[src/rtl/rsa_codec.sv]
// RSA encrypt/decrypt engine: constant-time left-to-right square-and-multiply
// over a bit-serial interleaved modular multiplier, with run-time loadable keys.
module rsa_codec #(
    parameter int K      = 12,
    parameter int EW     = 12,
    parameter int N_INIT = 3551,
    parameter int E_INIT = 5,
    parameter int D_INIT = 1373
) (
    input  logic          clk,
    input  logic          rst,
    input  logic          in_valid,
    output logic          in_ready,
    input  logic          mode,
    input  logic [K-1:0]  data_in,
    output logic          out_valid,
    input  logic          out_ready,
    output logic [K-1:0]  data_out,
    output logic          err,
    output logic          busy,
    input  logic          key_we,
    input  logic [1:0]    key_sel,
    input  logic [K-1:0]  key_wdata
);
    localparam int CW = (K > 1) ? $clog2(K) : 1;
    localparam int IW = (EW > 1) ? $clog2(EW) : 1;

    typedef enum logic [1:0] {IDLE, SQR, MUL, DONE} state_t;

    state_t          state;
    logic [K-1:0]    n_reg;
    logic [EW-1:0]   e_reg;
    logic [EW-1:0]   d_reg;
    logic [K-1:0]    m_reg;
    logic [EW-1:0]   exp_reg;
    logic [K-1:0]    acc;
    logic [K-1:0]    r;
    logic [CW-1:0]   cnt;
    logic [IW-1:0]   idx;
    logic            fin;

    logic [K:0]      n_ext;
    logic [K:0]      r_dbl;
    logic [K-1:0]    r_red;
    logic [K:0]      r_add;
    logic [K-1:0]    r_next;
    logic [K-1:0]    mul_b;

    assign in_ready = (state == IDLE);
    assign busy     = (state != IDLE);

    // One multiplier step: results are always < n, so the reduced values fit in K bits.
    always_comb begin
        n_ext  = {1'b0, n_reg};
        mul_b  = (state == MUL) ? m_reg : acc;
        r_dbl  = {r, 1'b0};
        r_red  = (r_dbl >= n_ext) ? (r_dbl[K-1:0] - n_reg) : r_dbl[K-1:0];
        r_add  = acc[cnt] ? ({1'b0, r_red} + {1'b0, mul_b}) : {1'b0, r_red};
        r_next = (r_add >= n_ext) ? (r_add[K-1:0] - n_reg) : r_add[K-1:0];
    end

    always_ff @(posedge clk) begin
        if (rst) begin
            state     <= IDLE;
            n_reg     <= K'(N_INIT);
            e_reg     <= EW'(E_INIT);
            d_reg     <= EW'(D_INIT);
            m_reg     <= '0;
            exp_reg   <= '0;
            acc       <= '0;
            r         <= '0;
            cnt       <= '0;
            idx       <= '0;
            fin       <= 1'b0;
            out_valid <= 1'b0;
            data_out  <= '0;
            err       <= 1'b0;
        end else begin
            case (state)
                IDLE: begin
                    if (in_valid) begin
                        m_reg   <= data_in;
                        exp_reg <= mode ? d_reg : e_reg;
                        idx     <= IW'(EW - 1);
                        acc     <= K'(1);
                        r       <= '0;
                        cnt     <= CW'(K - 1);
                        fin     <= 1'b0;
                        state   <= SQR;
                    end else if (key_we) begin
                        case (key_sel)
                            2'd0:    n_reg <= key_wdata;
                            2'd1:    e_reg <= key_wdata[EW-1:0];
                            2'd2:    d_reg <= key_wdata[EW-1:0];
                            default: ;
                        endcase
                    end
                end
                SQR: begin
                    // Out-of-range input is rejected on the first cycle after accept.
                    if (m_reg >= n_reg) begin
                        data_out  <= '0;
                        err       <= 1'b1;
                        out_valid <= 1'b1;
                        state     <= DONE;
                    end else if (cnt == '0) begin
                        acc   <= r_next;
                        r     <= '0;
                        cnt   <= CW'(K - 1);
                        state <= MUL;
                    end else begin
                        r   <= r_next;
                        cnt <= cnt - 1'b1;
                    end
                end
                MUL: begin
                    if (fin) begin
                        data_out  <= acc;
                        err       <= 1'b0;
                        out_valid <= 1'b1;
                        fin       <= 1'b0;
                        state     <= DONE;
                    end else if (cnt == '0) begin
                        // The product is always computed; the exponent bit only picks whether to keep it.
                        if (exp_reg[idx]) begin
                            acc <= r_next;
                        end
                        r   <= '0;
                        cnt <= CW'(K - 1);
                        if (idx == '0) begin
                            fin <= 1'b1;
                        end else begin
                            idx   <= idx - 1'b1;
                            state <= SQR;
                        end
                    end else begin
                        r   <= r_next;
                        cnt <= cnt - 1'b1;
                    end
                end
                DONE: begin
                    if (out_ready) begin
                        out_valid <= 1'b0;
                        state     <= IDLE;
                    end
                end
                default: state <= IDLE;
            endcase
        end
    end
endmodule

[config.mk]
export PLATFORM = sky130hd
export DESIGN_NAME = rsa_codec
export DESIGN_NICKNAME = d
export VERILOG_FILES = /design/src/rtl/rsa_codec.sv
export SDC_FILE = /design/constraint.sdc
export NUM_CORES = 1
export LEC_CHECK = 0
export ABC_AREA = 1
export BUFFER_PORTS_ARGS = -buffer_cell sky130_fd_sc_hd__buf_2
export CAP_MARGIN = 20
export CORE_ASPECT_RATIO = 1.4
export CORE_UTILIZATION = 62
export CTS_CLUSTER_SIZE = 10
export DETAILED_ROUTE_END_ITERATION = 8
export GPL_ROUTABILITY_DRIVEN = 1
export GPL_TIMING_DRIVEN = 0
export PLACE_DENSITY_LB_ADDON = 0.08
export SYNTH_ARGS = -nofsm -noshare
export SYNTH_HDL_FRONTEND = slang
export SYNTH_SLANG_ARGS = --single-unit
export TNS_END_PERCENT = 1
[constraint.sdc]
create_clock -name clk -period 5.92 [get_ports clk]
set_clock_uncertainty 0.2 [all_clocks]
set_input_delay 1.776 -clock clk [delete_from_list [all_inputs] [get_ports clk]]
set_output_delay 1.776 -clock clk [all_outputs]
set_load 0.005 [all_outputs]
# [Yosys cells after proc, flatten, opt, wreduce, memory -nomap -nowiden]
# Cells that the tools add are included.
[word_totals] regBits=109 latchBits=0 mem_bits_rw=0 rom_bits=0 memories=0
[op_classes] shifts=0 div=0 eq_ne=18 magnitude_cmp=5 n_mul=0 reduce_logical=20 add_sub_neg=5 muxes=52 bitwise_logic=1
[op_table] cell="12-bit two-way mux" count=16
[op_table] cell="12-bit case mux with 3 select lines" count=2
[op_table] cell="4-bit two-way mux" count=7
[op_table] cell="13-bit by 12-bit greater-or-equal comparator with 1-bit output" count=2
[op_table] cell="12-bit case mux with 2 select lines" count=1
[op_table] cell="12-bit subtractor" count=2
[op_table] cell="4-bit AND reduction" count=5
[op_table] cell="2-bit inequality test (second input constant)" count=8
[op_table] cell="2-bit two-way mux" count=7
[op_table] cell="12-bit by 12-bit adder with 13-bit output" count=1
[op_table] cell="13-bit two-way mux" count=1
[op_table] cell="12-bit greater-or-equal comparator" count=1
[op_table] cell="4-bit case mux with 3 select lines" count=1
[op_table] cell="4-bit by 5-bit < comparator with 1-bit output (second input constant)" count=2
[op_table] cell="1-bit two-way mux" count=10
[op_table] cell="5-bit AND reduction" count=2
[op_table] cell="1-bit binary-select mux with 4-bit select" count=2
[op_table] cell="4-bit logical NOT" count=2
[op_table] cell="2-bit case mux with 4 select lines" count=1
[op_table] cell="4-bit case mux with 2 select lines" count=1
[op_table] cell="4-bit by 1-bit subtractor with 4-bit output (second input constant)" count=2
[op_table] cell="7-bit AND reduction" count=1
[op_table] cell="2-bit == test (second input constant)" count=3
[op_table] cell="3-bit inequality test (second input constant)" count=2
[op_table] cell="other kinds (11)" count=19

# [Longest topological paths before layout]
[logic_depth] word_depth=10 depth_mapped=36 depth_no_buf=36

# [Worst setup path before layout]
# No wires, ideal clock.
[synth_timing] path_kind="flip-flop to flip-flop" startpoint="register n_reg[1]" endpoint="register r[1]" setup_ns=0.070 required_ns=5.650 path_buffers=1 path_stages_with_launch=33 setup_slack_ns=1.571 arrival_time_ns=4.079 cell_sequence="dfxtp_1 > inv_1 > ha_1 > nand2_1 > nor2_1 > nand2_1 > nand3_1 > nand2_2 > nand3_2 > nand2_1 > inv_1 > ha_1 > fa_1 > nand3_1 > nand2_1 > a21oi_1 > xor2_1 > nand2_1 > nand2_1 > inv_1 > ha_1 > nand2_1 > inv_1 > a21oi_1 > nand3_1 > nand2_2 > nand2_1 > nand2_1 > nand3_2 > buf_4 > a21oi_1 > nand3_1 > a21oi_1"
[synth_between] elab_chain_len=9 elab_cells_between_ends=15 classes_between="add/sub (3); order compare (3); eq/ne (1); mux (7); reduce/logical (1)"
[synth_lines] element="start: declaration" line_no="31" rtl="logic [K-1:0] n_reg;"
[synth_lines] element="start signal: assignment" line_no="65" rtl="n_reg <= K'(N_INIT);"
[synth_lines] element="start signal: assignment" line_no="92" rtl="2'd0: n_reg <= key_wdata;"
[synth_lines] element="12-bit subtractor or 13-bit by 12-bit greater-or-equal comparator with 1-bit output (tied branches)" line_no="57" rtl="r_red = (r_dbl >= n_ext) ? (r_dbl[K-1:0] - n_reg) : r_dbl[K-1:0];"
[synth_lines] element="12-bit two-way mux" line_no="57"
[synth_lines] element="12-bit by 12-bit adder with 13-bit output" line_no="58" rtl="r_add = acc[cnt] ? ({1'b0, r_red} + {1'b0, mul_b}) : {1'b0, r_red};"
[synth_lines] element="13-bit two-way mux" line_no="58"
[synth_lines] element="12-bit subtractor or 13-bit by 12-bit greater-or-equal comparator with 1-bit output (tied branches)" line_no="59" rtl="r_next = (r_add >= n_ext) ? (r_add[K-1:0] - n_reg) : r_add[K-1:0];"
[synth_lines] element="12-bit two-way mux" line_no="59"
[synth_lines] element="12-bit two-way mux" line_no="106, 123"
[synth_lines] element="12-bit two-way mux (on tied branches)" line_no="117, 101"
[synth_lines] element="12-bit case mux with 3 select lines" line_no="79" rtl="case (state)"
[synth_lines] element="end signal: assignment" line_no="112" rtl="r <= r_next;"
[synth_lines] element="end signal: assignment" line_no="137" rtl="r <= r_next;"
[synth_lines] element="end: declaration" line_no="37" rtl="logic [K-1:0] r;"
# Parallel ways exist; a longest one is shown, timed or not. The select of a mux whose other input is x is not followed.
# A chain may end at the register's enable or synchronous reset.

# [Final worst setup path]
[layout_timing] startpoint="register n_reg[8]" endpoint="register r[11]"
# The elaborated chain is that of the path after synthesis.

==> reports/qor.json <==
{
  "layout-area-overhead-vs-synth": {"value": 9.86, "unit": "%"},
  "combinational_family_with_the_most_area_after_synthesis": {"value": "simple AND/OR/NAND/NOR gates"},
  "drt.antenna.violating_nets": {"value": 0},
  "floorplan.initialDensity": {"value": 64.6, "unit": "%"},
  "yosysSeqAreaShare": {"value": 29.4, "unit": "%"},
  "layout-drive-gt1-share": {"value": 8.82, "unit": "%"},
  "ctsHoldBuffers": {"value": 0},
  "floorplan.rows": {"value": 46},
  "routedWlPerCell": {"value": 16.3, "unit": "microns"},
  "post_place_cell_area": {"value": 7840, "unit": "sq um"},
  "compound_gate_portion_of_the_synthesized_area": {"value": 14.7, "unit": "%"},
  "worst_ir_drop_vdd": {"value": 0.000284, "unit": "V"},
  "design.die.area": {"value": 12400, "unit": "sq um"},
  "syn-num-nets": {"value": 1241},
  "cts_resized": {"value": 0},
  "cp-end-kind": {"value": "flop"},
  "synth.ff_latch_count": {"value": 109},
  "clock_sink_total": {"value": 109},
  "finalInstanceArea": {"value": 8170, "unit": "sq um"},
  "crit_path_top_delay_cell": {"value": "sky130_fd_sc_hd__ha_1"},
  "critPathMostFrequentCell": {"value": "sky130_fd_sc_hd__nand2_1"},
  "post_synth_mux_area_share": {"value": 0, "unit": "%"},
  "initial_drc_count": {"value": 531},
  "num_antenna_cells": {"value": 0},
  "cp_data_arrival_time": {"value": 5.52, "unit": "ns"},
  "hold_class": {"value": "reg -> reg"},
  "synth-simple-area-share": {"value": 33.9, "unit": "%"},
  "worst_r2r_path_depth": {"value": 29},
  "slew-limit-headroom": {"value": 58.2, "unit": "%"},
  "worst_skew_pair.late_latency": {"value": 0.36, "unit": "ns"},
  "period_needed": {"value": 5.44, "unit": "ns"},
  "fmaxAchievable": {"value": 184, "unit": "MHz"},
  "syn_area": {"value": 7430, "unit": "sq um"},
  "synth-xor-area-share": {"value": 2.36, "unit": "%"},
  "groute.usage.overall": {"value": 36.6, "unit": "%"},
  "wire_length_of_the_first_global_routing_pass": {"value": 35.0, "unit": "mm"},
  "clock_h_tree_levels": {"value": 3},
  "place_hpwl": {"value": 17.8, "unit": "mm"},
  "cts_setup_buffers": {"value": 0},
  "maximum_number_of_pins_on_one_net_before_global_route_repair": {"value": 19},
  "timing.final.crit_share": {"value": 91.8, "unit": "%"},
  "holdWs": {"value": 0.267, "unit": "ns"},
  "num_io_pins": {"value": 48},
  "final_nets": {"value": 1298},
  "floorplan.die.height": {"value": 132, "unit": "microns"},
  "cts-root-to-sink-buffers": {"value": 2},
  "critical-path-max-stage-delay": {"value": 0.39, "unit": "ns"},
  "remaining_drc_errors": {"value": 0},
  "vias_per_cell": {"value": 5.74},
  "synth.avg_cell_area": {"value": 6.46, "unit": "sq um"},
  "cp_max_fo": {"value": 10},
  "dr_total_vias": {"value": 7785},
  "detailed_router_iteration_count_before_antenna_repair": {"value": 6},
  "status": {"value": "finished clean"},
  "cts.clk_slew.worst_paths": {"value": 0.08, "unit": "ns"},
  "final-max-slew-violation-count": {"value": 0},
  "tritoncts.num_buffers": {"value": 9},
  "power.density": {"value": 460, "unit": "nW/um^2"},
  "number_of_cells_produced_by_synthesis": {"value": 1151},
  "setup_viol": {"value": 0},
  "yosys_warnings": {"value": 0},
  "core_region_area": {"value": 11500, "unit": "sq um"},
  "setup_tns": {"value": 0, "unit": "ns"},
  "cap_viol_max_count": {"value": 0},
  "vias_in_the_first_global_route": {"value": 7235},
  "clock_tree_from_tritoncts": {"value": "yes"},
  "post_synth_num_cell_types": {"value": 40},
  "cts-root-buf": {"value": "sky130_fd_sc_hd__clkbuf_16"},
  "detail_route.wirelength": {"value": 22.1, "unit": "mm"},
  "synth_fa_ha_area_share": {"value": 10.1, "unit": "%"},
  "place_congestion": {"value": 0.949},
  "grt_antenna_before_repair": {"value": 0},
  "setup_crit_start_kind": {"value": "flop"},
  "worst_hold_path.num_cells": {"value": 2},
  "place.port_buffers": {"value": 46},
  "worstMarginPinSlew": {"value": 0.628, "unit": "ns"},
  "globalRoute.totalOverflow": {"value": 0},
  "hold_viol": {"value": 0},
  "required": {"value": 6.01, "unit": "ns"},
  "total_leakage_power": {"value": 4.23, "unit": "nW"},
  "rsz0062_at_grt": {"value": "no"},
  "worstSetupPathType": {"value": "reg -> reg"},
  "chipWidth": {"value": 94.5, "unit": "microns"}
}
[worst max-delay path: cells and delay by family, from the launching register on]
family          cells  cell delay [ns]
simple gates       15             2.05
flops               1             0.31
buf+inv             5             0.66
xor+xnor            1             0.16
fa+ha+maj           3             1.11
compound gates      5             0.90
[cells by family after synthesis]
logic type | after synthesis
compound gates | 198
simple gates | 586
buf+inv | 180
xor+xnor | 20
flops | 109
fa+ha+maj | 58
[cell type report]
type | count | area [sq um]
multi-input cells | 862 | 4540
fillers | 1077 | 3340
clock inverters | 7 | 97.6
well taps | 144 | 180
flip-flops and latches | 109 | 2180
repair buffers | 46 | 230
inverters | 135 | 507
clock buffers | 9 | 225
plain buffers | 45 | 208
[cells in the mapped netlist, drive strengths merged]
cell,n,area [sq um]
ha,55,688
o31ai,1,7.51
nand4,25,156
xor2,12,105
nor3,5,30.0
clkinv,1,3.75
o22ai,1,6.26
buf,19,110
a311oi,2,17.5
a211oi,3,22.5
a21o,1,7.51
clkbuf,26,97.6
nand2,327,1250
o21bai,5,37.5
nand3b,1,7.51
nand3,112,611
o21a,1,7.51
xnor2,8,70.1
and2,3,18.8
fa,3,60.1
a31oi,2,12.5
o211ai,24,180
nor2,111,427
a21oi,85,429
inv,134,503
o21ai,72,360
dfxtp,109,2180
or2,2,12.5
a22oi,1,7.51
[through the flow]
step / setup WS (ns) / cells / power, mW / util (%)
floorplan: 1.57 / 1151 / 2.48 / -
finish: 0.483 / 1357 / 3.76 / 70.9
global placement: 0.585 / 1341 / 3.04 / 68.1
global route: 0.109 / 1357 / 4.01 / 70.9
detailed placement: 0.608 / 1341 / 3.06 / 68.1
CTS: 0.570 / 1357 / 3.72 / 70.9
[metal layers]
| metal | vias up | GRT usage, % | part of all wire (%) |
|---|---|---|---|
| li1 | 3900 | - | - |
| met2 | 283 | 63.1 | 50 |
| met4 | 0 | 24.6 | 6.9 |
| met5 | - | 0 | 0 |
| met3 | 95 | 6.31 | 5.3 |
| met1 | 3507 | 39.9 | 38 |
[worst paths after layout]
| kind | start | to | slack [ns] |
|---|---|---|---|
| hold / removal | err | err | 0.27 |
| hold reg to reg | err | err | 0.27 |
| setup / recovery | n_reg[8] | r[11] | 0.48 |
| setup reg to reg | n_reg[8] | r[11] | 0.48 |
[report_power, final]
| group | total, mW | internal [mW] | switching, mW |
|---|---|---|---|
| Combinational | 2.09 | 0.690 | 1.40 |
| Sequential | 1.01 | 0.871 | 0.139 |
| Clock | 0.657 | 0.373 | 0.284 |
[cell usage in the layout, fill, tap and decap left out, types with 2 or more instances in the layout]
master                      netlist  routed
sky130_fd_sc_hd__clkbuf_1        26      26
sky130_fd_sc_hd__a211oi_1         3       3
sky130_fd_sc_hd__nand3_2         10      10
sky130_fd_sc_hd__nor3_1           4       4
sky130_fd_sc_hd__dfxtp_1        109     109
sky130_fd_sc_hd__a311oi_1         2       2
sky130_fd_sc_hd__buf_4            3       3
sky130_fd_sc_hd__nor2_1         109     109
sky130_fd_sc_hd__and2_1           3       3
sky130_fd_sc_hd__a21oi_1         84      84
sky130_fd_sc_hd__nand4_1         25      25
sky130_fd_sc_hd__ha_1            55      55
sky130_fd_sc_hd__xnor2_1          8       8
sky130_fd_sc_hd__fa_1             3       3
sky130_fd_sc_hd__bufinv_16        0       2
sky130_fd_sc_hd__o21ai_0         68      68
sky130_fd_sc_hd__nand2_2         11      11
sky130_fd_sc_hd__a31oi_1          2       2
sky130_fd_sc_hd__clkbuf_16        0       9
sky130_fd_sc_hd__o211ai_1        24      24
sky130_fd_sc_hd__or2_2            2       2
sky130_fd_sc_hd__buf_6            2       2
sky130_fd_sc_hd__clkinv_2         0       2
sky130_fd_sc_hd__o21bai_1         5       5
sky130_fd_sc_hd__xor2_1          12      12
sky130_fd_sc_hd__o21ai_1          4       4
sky130_fd_sc_hd__buf_1            4       4
sky130_fd_sc_hd__nand2_1        316     316
sky130_fd_sc_hd__inv_2            3       3
sky130_fd_sc_hd__buf_2           10      56
sky130_fd_sc_hd__nand3_1        102     102
sky130_fd_sc_hd__inv_1          131     131
No activity file was read; power rests on OpenSTA's default activity.
